### src/rtl/pc_gen_pkg.sv
// pc_gen shared types and defaults
// state encoding and reset/trap vectors
package pc_gen_pkg;

  typedef enum logic [1:0] {
    PCG_BOOT = 2'd0,
    PCG_RUN  = 2'd1,
    PCG_HALT = 2'd2
  } pcg_state_e;

  localparam int          PCG_ADDR_W     = 30;
  localparam logic [29:0] PCG_START_ADDR = 30'h0000C00;
  localparam logic [29:0] PCG_EXC_VEC    = 30'h0000C20;

endpackage

### src/rtl/pc_next_sel.sv
// pc_next_sel: next-pc priority mux
// exc > branch > stall > jump > pending > pc+1
module pc_next_sel #(
  parameter int                ADDR_W  = 30,
  parameter logic [ADDR_W-1:0] EXC_VEC = '0
) (
  input  logic [ADDR_W-1:0] pc,
  input  logic              pc_write,
  input  logic              exc_req,
  input  logic              br_taken,
  input  logic [ADDR_W-1:0] br_target,
  input  logic              jmp_req,
  input  logic [ADDR_W-1:0] jmp_target,
  input  logic              pend_vld,
  input  logic [ADDR_W-1:0] pend_tgt,
  output logic [ADDR_W-1:0] next_pc,
  output logic              redir,
  output logic              pend_vld_n,
  output logic [ADDR_W-1:0] pend_tgt_n
);

  localparam logic [ADDR_W-1:0] ONE =
    {{(ADDR_W-1){1'b0}}, 1'b1};

  // priority selection of the next fetch address
  always_comb begin
    next_pc    = pc;
    redir      = 1'b0;
    pend_vld_n = pend_vld;
    pend_tgt_n = pend_tgt;
    if (exc_req) begin
      next_pc    = EXC_VEC;
      redir      = 1'b1;
      pend_vld_n = 1'b0;
    end else if (br_taken) begin
      next_pc    = br_target;
      redir      = 1'b1;
      pend_vld_n = 1'b0;
    end else if (!pc_write) begin
      if (jmp_req) begin
        pend_vld_n = 1'b1;
        pend_tgt_n = jmp_target;
      end
    end else if (jmp_req) begin
      next_pc = jmp_target;
      redir   = 1'b1;
    end else if (pend_vld) begin
      next_pc    = pend_tgt;
      redir      = 1'b1;
      pend_vld_n = 1'b0;
    end else begin
      next_pc = pc + ONE;
    end
  end

endmodule

### src/rtl/pc_gen.sv
// pc_gen: fetch-address generator
// BOOT/RUN/HALT fsm, pc register, pending jump
module pc_gen
  import pc_gen_pkg::*;
#(
  parameter int                ADDR_W     = PCG_ADDR_W,
  parameter logic [ADDR_W-1:0] START_ADDR = PCG_START_ADDR,
  parameter logic [ADDR_W-1:0] EXC_VEC    = PCG_EXC_VEC
) (
  input  logic              clk,
  input  logic              reset,
  input  logic              pc_write,
  input  logic              exc_req,
  input  logic              br_taken,
  input  logic [ADDR_W-1:0] br_target,
  input  logic              jmp_req,
  input  logic [ADDR_W-1:0] jmp_target,
  input  logic              halt_req,
  input  logic              resume,
  output logic [ADDR_W-1:0] pc,
  output logic [ADDR_W+1:0] pc_byte,
  output logic              pc_valid,
  output logic              redirected,
  output logic              halted
);

  pcg_state_e        state, state_n;
  logic [ADDR_W-1:0] pc_n;
  logic              redir_n;
  logic              pend_vld, pend_vld_n;
  logic [ADDR_W-1:0] pend_tgt, pend_tgt_n;

  logic [ADDR_W-1:0] sel_pc;
  logic              sel_redir;
  logic              sel_pv;
  logic [ADDR_W-1:0] sel_pt;

  pc_next_sel #(
    .ADDR_W  (ADDR_W),
    .EXC_VEC (EXC_VEC)
  ) u_sel (
    .pc         (pc),
    .pc_write   (pc_write),
    .exc_req    (exc_req),
    .br_taken   (br_taken),
    .br_target  (br_target),
    .jmp_req    (jmp_req),
    .jmp_target (jmp_target),
    .pend_vld   (pend_vld),
    .pend_tgt   (pend_tgt),
    .next_pc    (sel_pc),
    .redir      (sel_redir),
    .pend_vld_n (sel_pv),
    .pend_tgt_n (sel_pt)
  );

  assign pc_byte = {pc, 2'b00};

  // next state, next pc and pending latch
  always_comb begin
    state_n    = state;
    pc_n       = pc;
    redir_n    = 1'b0;
    pend_vld_n = pend_vld;
    pend_tgt_n = pend_tgt;
    unique case (state)
      PCG_BOOT: state_n = PCG_RUN;
      PCG_RUN: begin
        if (halt_req && !exc_req && !br_taken) begin
          state_n = PCG_HALT;
        end else begin
          pc_n       = sel_pc;
          redir_n    = sel_redir;
          pend_vld_n = sel_pv;
          pend_tgt_n = sel_pt;
        end
      end
      PCG_HALT: begin
        if (exc_req) begin
          state_n    = PCG_RUN;
          pc_n       = EXC_VEC;
          redir_n    = 1'b1;
          pend_vld_n = 1'b0;
        end else if (resume) begin
          state_n = PCG_RUN;
        end
      end
      default: state_n = PCG_BOOT;
    endcase
  end

  // state, pc and registered status outputs
  always_ff @(posedge clk or negedge reset) begin
    if (!reset) begin
      state      <= PCG_BOOT;
      pc         <= START_ADDR;
      pc_valid   <= 1'b0;
      redirected <= 1'b0;
      halted     <= 1'b0;
      pend_vld   <= 1'b0;
      pend_tgt   <= '0;
    end else begin
      state      <= state_n;
      pc         <= pc_n;
      pc_valid   <= (state_n == PCG_RUN);
      redirected <= redir_n;
      halted     <= (state_n == PCG_HALT);
      pend_vld   <= pend_vld_n;
      pend_tgt   <= pend_tgt_n;
    end
  end

endmodule

### config.mk
export PLATFORM = sky130hd
export DESIGN_NAME = pc_gen
export DESIGN_NICKNAME = d
export VERILOG_FILES = /design/src/rtl/pc_gen_pkg.sv /design/src/rtl/pc_next_sel.sv /design/src/rtl/pc_gen.sv
export SDC_FILE = /design/constraint.sdc
export NUM_CORES = 1
export LEC_CHECK = 0
export CORE_ASPECT_RATIO = 0.9
export CORE_MARGIN = 5
export CORE_UTILIZATION = 52
export CTS_CLUSTER_DIAMETER = 200
export DETAILED_ROUTE_END_ITERATION = 16
export PLACE_DENSITY = 0.92
export SLEW_MARGIN = 10
export SYNTH_ARGS = -nofsm -noshare
export SYNTH_HDL_FRONTEND = slang
export SYNTH_SLANG_ARGS = --single-unit
### constraint.sdc
create_clock -name clk -period 4.5 [get_ports clk]
set_clock_uncertainty 0.05 [all_clocks]
set_input_delay 0.9 -clock clk [delete_from_list [all_inputs] [get_ports clk]]
set_output_delay 0.9 -clock clk [all_outputs]
set_load 0.03 [all_outputs]
==> impl_metrics.env, run 1 <==
export IMPL_status="finished clean"
export IMPL_post_drt_wl_per_cell_um=20.2
export IMPL_grt_total_usage_pct=25.4
export IMPL_cts_hold_buffers=0
export IMPL_die_area_sq_um=10500
export IMPL_coreArea_sq_um=8450
export IMPL_gr_total_overflow=0
export IMPL_yosysWarnings=0
export IMPL_synth_most_common_cell="dfrtp_1"
export IMPL_finalWorstSetupSlack_ns=1.20
export IMPL_post_cts_buffers=0
export IMPL_htreeDepth=3
export IMPL_synthTopCellsByArea="dfrtp_1, mux2_4, buf_4, o21ai_0, a221o_1"
export IMPL_fp_row_count=32
export IMPL_tns_ns=0
export IMPL_io_buffer_count=130
export IMPL_cts_sinks=66
export IMPL_clockRootBuffer="clkbuf_8"
export IMPL_clock_latency_ns=0.35
export IMPL_cts_tree="built"
export IMPL_pre_cts_slack_ns=0.904
export IMPL_syn2layout_area_growth_pct=30.0
export IMPL_route_detailed_drc=0
export IMPL_drtIter0Drc=378
export IMPL_wl_um=13300
export IMPL_synthTopCellsByCount="dfrtp_1, nand2_1, buf_4"
export IMPL_crit_fanout=26
export IMPL_die_y_um=97.6
export IMPL_rsz0062_at_grt="no"
export IMPL_grt_pass1_vias=4297
export IMPL_synth_distinct_cells=58
export IMPL_synth_top_area_share_pct=36.1
export IMPL_max_cap_violations=0
export IMPL_clk_path_buf_depth=2
export IMPL_fin_crit_sh_pct=73.4
export IMPL_startpoint_type="input pin"
export IMPL_cts_resized=0
export IMPL_setup_viol=0
export IMPL_io_pins=133
export IMPL_yosys_area_top_type="dfrtp_1"
export IMPL_start_util_pct=52.5
export IMPL_power_density_nw_per_um2=588
export IMPL_syn_area_sq_um=4430
export IMPL_fmax_mhz=303
export IMPL_required_ns=4.69
export IMPL_holdCritPathClass="flip-flop to flip-flop"
export IMPL_syn_avg_cell_area_sq_um=9.91
export IMPL_final_antenna_net_count=0
export IMPL_drv_slew=0
export IMPL_slew_headroom_pct=26.8
export IMPL_synthAdderAreaFrac_pct=1.41
export IMPL_via_count=4163
export IMPL_tightestPinTransition_ns=1.10
export IMPL_synthArstFlopShare_pct=100
export IMPL_numCtsBuffers=9
export IMPL_synth_xor_area_share_pct=2.96
export IMPL_synthSimpleGateAreaFrac_pct=14.7
export IMPL_ys_seq_elements=66
export IMPL_die_w_um=107
export IMPL_yosysSeqAreaShare_pct=37.3
export IMPL_criticalPathCategory="input pin to flip-flop"
export IMPL_synth_edf_count=0
export IMPL_drt_pass1_iterations=5
export IMPL_grt_pass1_wl_um=21300
export IMPL_hold_viol_final=0
export IMPL_synth_compound_area_share_pct=23.4
export IMPL_hpwlAfterDp_um=9390
export IMPL_clkTransAtPathRegs_ns=0.07
export IMPL_cp_data_arrival_time_ns=3.50
export IMPL_synth_top_family_by_area="compound AO/OA/AOI/OAI gates"
export IMPL_netlist_instances=447
export IMPL_antennaDiodeCount=0
export IMPL_ir_drop_mv=0.332
export IMPL_ys_flop_type="dfrtp_1"
export IMPL_power_leakage_nw=2.41
export IMPL_grt_max_degree=49
export IMPL_gp_congestion=0.912
export IMPL_layout_nets=609
export IMPL_min_period_ns=3.30
export IMPL_antenna_found_initial=0
export IMPL_end_kind="flip-flop"
export IMPL_post_route_cells_drive_above_1_share_pct=12.4
export IMPL_synthMuxAreaShare_pct=10.8
export IMPL_via_per_inst=6.32
## cell usage in the layout, fill, tap and decap left out, types with 3 or more instances in the layout
cell and count:
clkdlybuf4s50_1 128, dfrtp_1 64, nand2_1 33, mux2_4 29
o21ai_0 29, nand3_1 20, nand2b_1 16, o211ai_1 16
nor2_1 15, a221o_1 13, a32oi_1 13, xor2_1 12
clkbuf_8 12, a21oi_1 9, nand4_1 9, inv_1 8
o22ai_1 8, buf_4 7, nor3_1 6, and3_1 6
o221ai_1 5, a21o_1 5, a21boi_0 5, a22o_1 5
ha_1 5, o21a_1 4, nor2b_1 4, o31ai_1 4
o22a_1 3, o2111ai_1 3, a22oi_1 3, xnor2_1 3
## sequential cells by signal (all words and copies together), names as in the netlist
register    cells
halted          1
pc             30
pc_valid        1
pend_tgt       30
pend_vld        1
redirected      1
state           2
## metrics by stage
stage / cell area (sq um) / utilization (%) / cells / hold slack [ns] / total power [mW]
after floorplan: 4440 / - / 448 / 0.430 / 2.26
after global placement: 5550 / 65.7 / 644 / 0.440 / 2.77
after detailed placement: 5550 / 65.7 / 644 / 0.444 / 2.83
after CTS: 5760 / 68.2 / 659 / 0.465 / 3.37
after global routing: 5760 / 68.2 / 659 / 0.483 / 3.53
final: 5760 / 68.2 / 659 / 0.468 / 3.39
## kinds of logic after synthesis
group	count (synthesis)
other	1
DFF	66
xor gates and xnor gates	15
buffers and inverters	68
adders and majority gates	5
muxes	33
and+or+nand+nor	120
AOI/OAI and AO/OA	139
## worst paths after layout
| check | from | endpoint | slack [ns] | depth (start not counted) |
|---|---|---|---|---|
| worst max-delay path | jmp_req | pc[18]$_DFFE_PN0P_ | 1.20 | 6 |
| worst min-delay path | pend_tgt[6]$_DFFE_PN0P_ | pend_tgt[6]$_DFFE_PN0P_ | 0.47 | 1 |
| worst max register to register | state[1]$_DFF_PN0_ | pc[26]$_DFFE_PN0P_ | 1.58 | 7 |
| worst min register to register | pend_tgt[6]$_DFFE_PN0P_ | pend_tgt[6]$_DFFE_PN0P_ | 0.47 | 1 |
| max in group asynchronous | reset | pc[16]$_DFFE_PN0P_ | 3.16 | 2 |
| min in group asynchronous | reset | pend_tgt[16]$_DFFE_PN0P_ | 0.51 | 1 |
## critical path, stage by stage
cell	delay, ns
clkdlybuf4s50_1	1.16
inv_1	0.51
o22ai_1	0.31
o21ai_0	0.14
a31o_2	0.27
a32o_1	0.19
## power by group
group	internal [mW]	total [mW]	switching (mW)
Clock	0.298	0.529	0.231
Sequential	0.843	1.15	0.305
Combinational	0.791	1.71	0.919
Total	1.93	3.39	1.46
## metal layers
layer	vias to the layer above	track usage (%)	part of all wire (%)
li1	1828	-	-
met1	2019	32.5	40
met2	273	40.6	48
met3	43	6.78	8.9
met4	0	10.2	3.0
met5	-	0	0
## layout make-up
type | instances | area, sq um
fill | 618 | 2690
inverter | 9 | 33.8
clock inverter | 2 | 35.0
sequential | 66 | 1650
timing repair buffer | 136 | 1340
clock buffer | 13 | 169
tap | 119 | 149
multi-input combinational | 314 | 2380
(Power assumes the default switching activity.)
==> run 2, diff against run 1 <==
--- a/config.mk
+++ b/config.mk
@@ -7,10 +7,10 @@
 export LEC_CHECK = 0
 export CORE_ASPECT_RATIO = 0.9
 export CORE_MARGIN = 5
-export CORE_UTILIZATION = 52
+export CORE_UTILIZATION = 43
 export CTS_CLUSTER_DIAMETER = 200
 export DETAILED_ROUTE_END_ITERATION = 16
-export PLACE_DENSITY = 0.92
+export PLACE_DENSITY = 0.82
 export SLEW_MARGIN = 10
 export SYNTH_ARGS = -nofsm -noshare
 export SYNTH_HDL_FRONTEND = slang
==> constraint.sdc (replaced) <==
create_clock -name clk -period 2.8 [get_ports clk]
set_clock_uncertainty 0.05 [all_clocks]
set_input_delay 0.56 -clock clk [delete_from_list [all_inputs] [get_ports clk]]
set_output_delay 0.56 -clock clk [all_outputs]
set_load 0.03 [all_outputs]
==> run 2 against run 1 <==
Sequential cell count stayed put. Worst hold slack worse by 0.11 ns. Non-clock buffer count is 10 higher. Utilization is 9.5 points lower. Register-to-register slack worse by 1.2 ns. Largest power group unchanged.
==> impl_metrics.env, run 2 (synthesis results as in run 1) <==
export IMPL_status="finished clean"
export IMPL_r2r_start="state[1]$_DFF_PN0_"
export IMPL_rrSetupSlack_ns=0.39
export IMPL_final_common_cell="clkdlybuf4s50_1"
export IMPL_syn2layout_area_growth_pct=34.6
export IMPL_fp_row_count=35
export IMPL_htreeDepth=3
export IMPL_io_pins=133
export IMPL_die_y_um=106
export IMPL_fin_cells=680
export IMPL_grt_total_usage_pct=21.5
export IMPL_slew_headroom_pct=42.7
export IMPL_clock_latency_ns=0.33
export IMPL_cts_resized=0
export IMPL_top_regs="pc (30), pend_tgt (30), state (2)"
export IMPL_cp_data_arrival_time_ns=2.68
export IMPL_die_w_um=117
export IMPL_rsz0062_at_grt="no"
export IMPL_layout_nets=619
export IMPL_via_count=4148
export IMPL_cts_sinks=66
export IMPL_hold_viol_final=0
export IMPL_post_drt_wl_per_cell_um=20.0
export IMPL_ir_drop_mv=0.514
export IMPL_numCtsBuffers=9
export IMPL_fin_crit_sh_pct=88.9
export IMPL_drtIter0Drc=225
export IMPL_cts_hold_buffers=0
export IMPL_final_cell_mix="clkdlybuf4s50_1, dfrtp_1, nand2_1, mux2_4, o21ai_0"
export IMPL_coreArea_sq_um=10200
export IMPL_gp_congestion=0.904
export IMPL_criticalPathCategory="input pin to flip-flop"
export IMPL_min_period_ns=2.49
export IMPL_grt_busiest_layer="met2"
export IMPL_required_ns=2.99
export IMPL_num_fill_cells=852
export IMPL_rr_worst_depth=5
export IMPL_holdWs_ns=0.360
export IMPL_via_per_inst=6.10
export IMPL_startpoint_type="input pin"
export IMPL_fmax_mhz=402
export IMPL_end_kind="flip-flop"
export IMPL_wl_um=13600
export IMPL_r2r_end="pend_tgt[10]$_DFFE_PN0P_"
export IMPL_post_route_cells_drive_above_1_share_pct=14.0
export IMPL_drv_slew=0
export IMPL_antennaDiodeCount=0
export IMPL_grt_pass1_wl_um=21200
export IMPL_tightestPinTransition_ns=0.860
export IMPL_place_area_sq_um=5650
export IMPL_antenna_found_initial=0
export IMPL_holdCritPathClass="input pin to asynchronous set/reset pin"
export IMPL_power_leakage_nw=2.51
export IMPL_clkTransAtPathRegs_ns=0.06
export IMPL_io_buffer_count=130
export IMPL_gr_usage_met1_pct=26.9
export IMPL_post_cts_buffers=0
export IMPL_fin_util_pct=58.7
export IMPL_grt_max_degree=67
export IMPL_drt_pass1_iterations=5
export IMPL_die_area_sq_um=12400
export IMPL_gr_total_overflow=0
export IMPL_max_cap_violations=0
export IMPL_start_util_pct=43.6
export IMPL_final_antenna_net_count=0
export IMPL_placedCellCount=664
export IMPL_grt_pass1_vias=4184
export IMPL_use_met2_pct=35.3
export IMPL_power_density_nw_per_um2=975
export IMPL_cts_tree="built"
export IMPL_clk_path_buf_depth=2
export IMPL_hpwlAfterDp_um=9650
export IMPL_post_route_cell_area_sq_um=5960
export IMPL_clockRootBuffer="clkbuf_16"
export IMPL_setup_viol=0
export IMPL_route_detailed_drc=0
export IMPL_crit_fanout=15
export IMPL_use_met3_pct=5.92
run 2: worst max-delay path by stage:
stage | start | to | slack, ns | depth (start not counted)
after floorplan | pc[0]$_DFFE_PN0P_ | pc[26]$_DFFE_PN0P_ | 0.69 | 6
after global placement | halt_req | pc[17]$_DFFE_PN0P_ | 0.06 | 7
after detailed placement | halt_req | pc[19]$_DFFE_PN0P_ | -0.004 | 7
after CTS | halt_req | pc[24]$_DFFE_PN0P_ | 0.32 | 7
after global routing | halt_req | pc[17]$_DFFE_PN0P_ | 0.14 | 7
final | halt_req | pc[24]$_DFFE_PN0P_ | 0.31 | 7
run 2: final cells by class:
class / count / area, sq um / share of cell area [%]
multi-input cells: 314 / 2380 / 39.9
repair buffers: 146 / 1420 / 23.9
flip-flops and latches: 66 / 1650 / 27.7
well taps: 129 / 161 / 2.71
inverters: 9 / 33.8 / 0.567
clock buffers: 14 / 274 / 4.60
clock inverters: 2 / 35.0 / 0.587
run 2: critical path: stages:
cell,delay [ns]
clkdlybuf4s50_1,0.53
nand2b_1,0.30
a21oi_1,0.19
o22ai_2,0.67
buf_4,0.29
a32oi_1,0.06
o21ai_0,0.08
run 2: power by group:
part	switching [mW]	leakage (nW)	total, mW	internal, mW
clock network	0.408	0.153	1.17	0.761
registers	0.493	0.852	1.85	1.36
logic	1.48	1.50	2.79	1.32
total	2.38	2.51	5.81	3.44
run 2: per-stage QoR:
stage | power [mW] | setup TNS (ns) | setup WS [ns]
6_report | 5.81 | 0 | 0.311
5_1_grt | 6.07 | 0 | 0.140
4_1_cts | 5.82 | 0 | 0.317
3_5_place_dp | 4.62 | -0.00744 | -0.00373
3_3_place_gp | 4.53 | 0 | 0.0639
2_1_floorplan | 3.63 | 0 | 0.685
run 2: layer usage:
metal	part of all wire, %	vias up
met2	49	241
li1	-	1852
met1	40	2029
met3	8.8	26
met4	1.9	0
met5	0	-
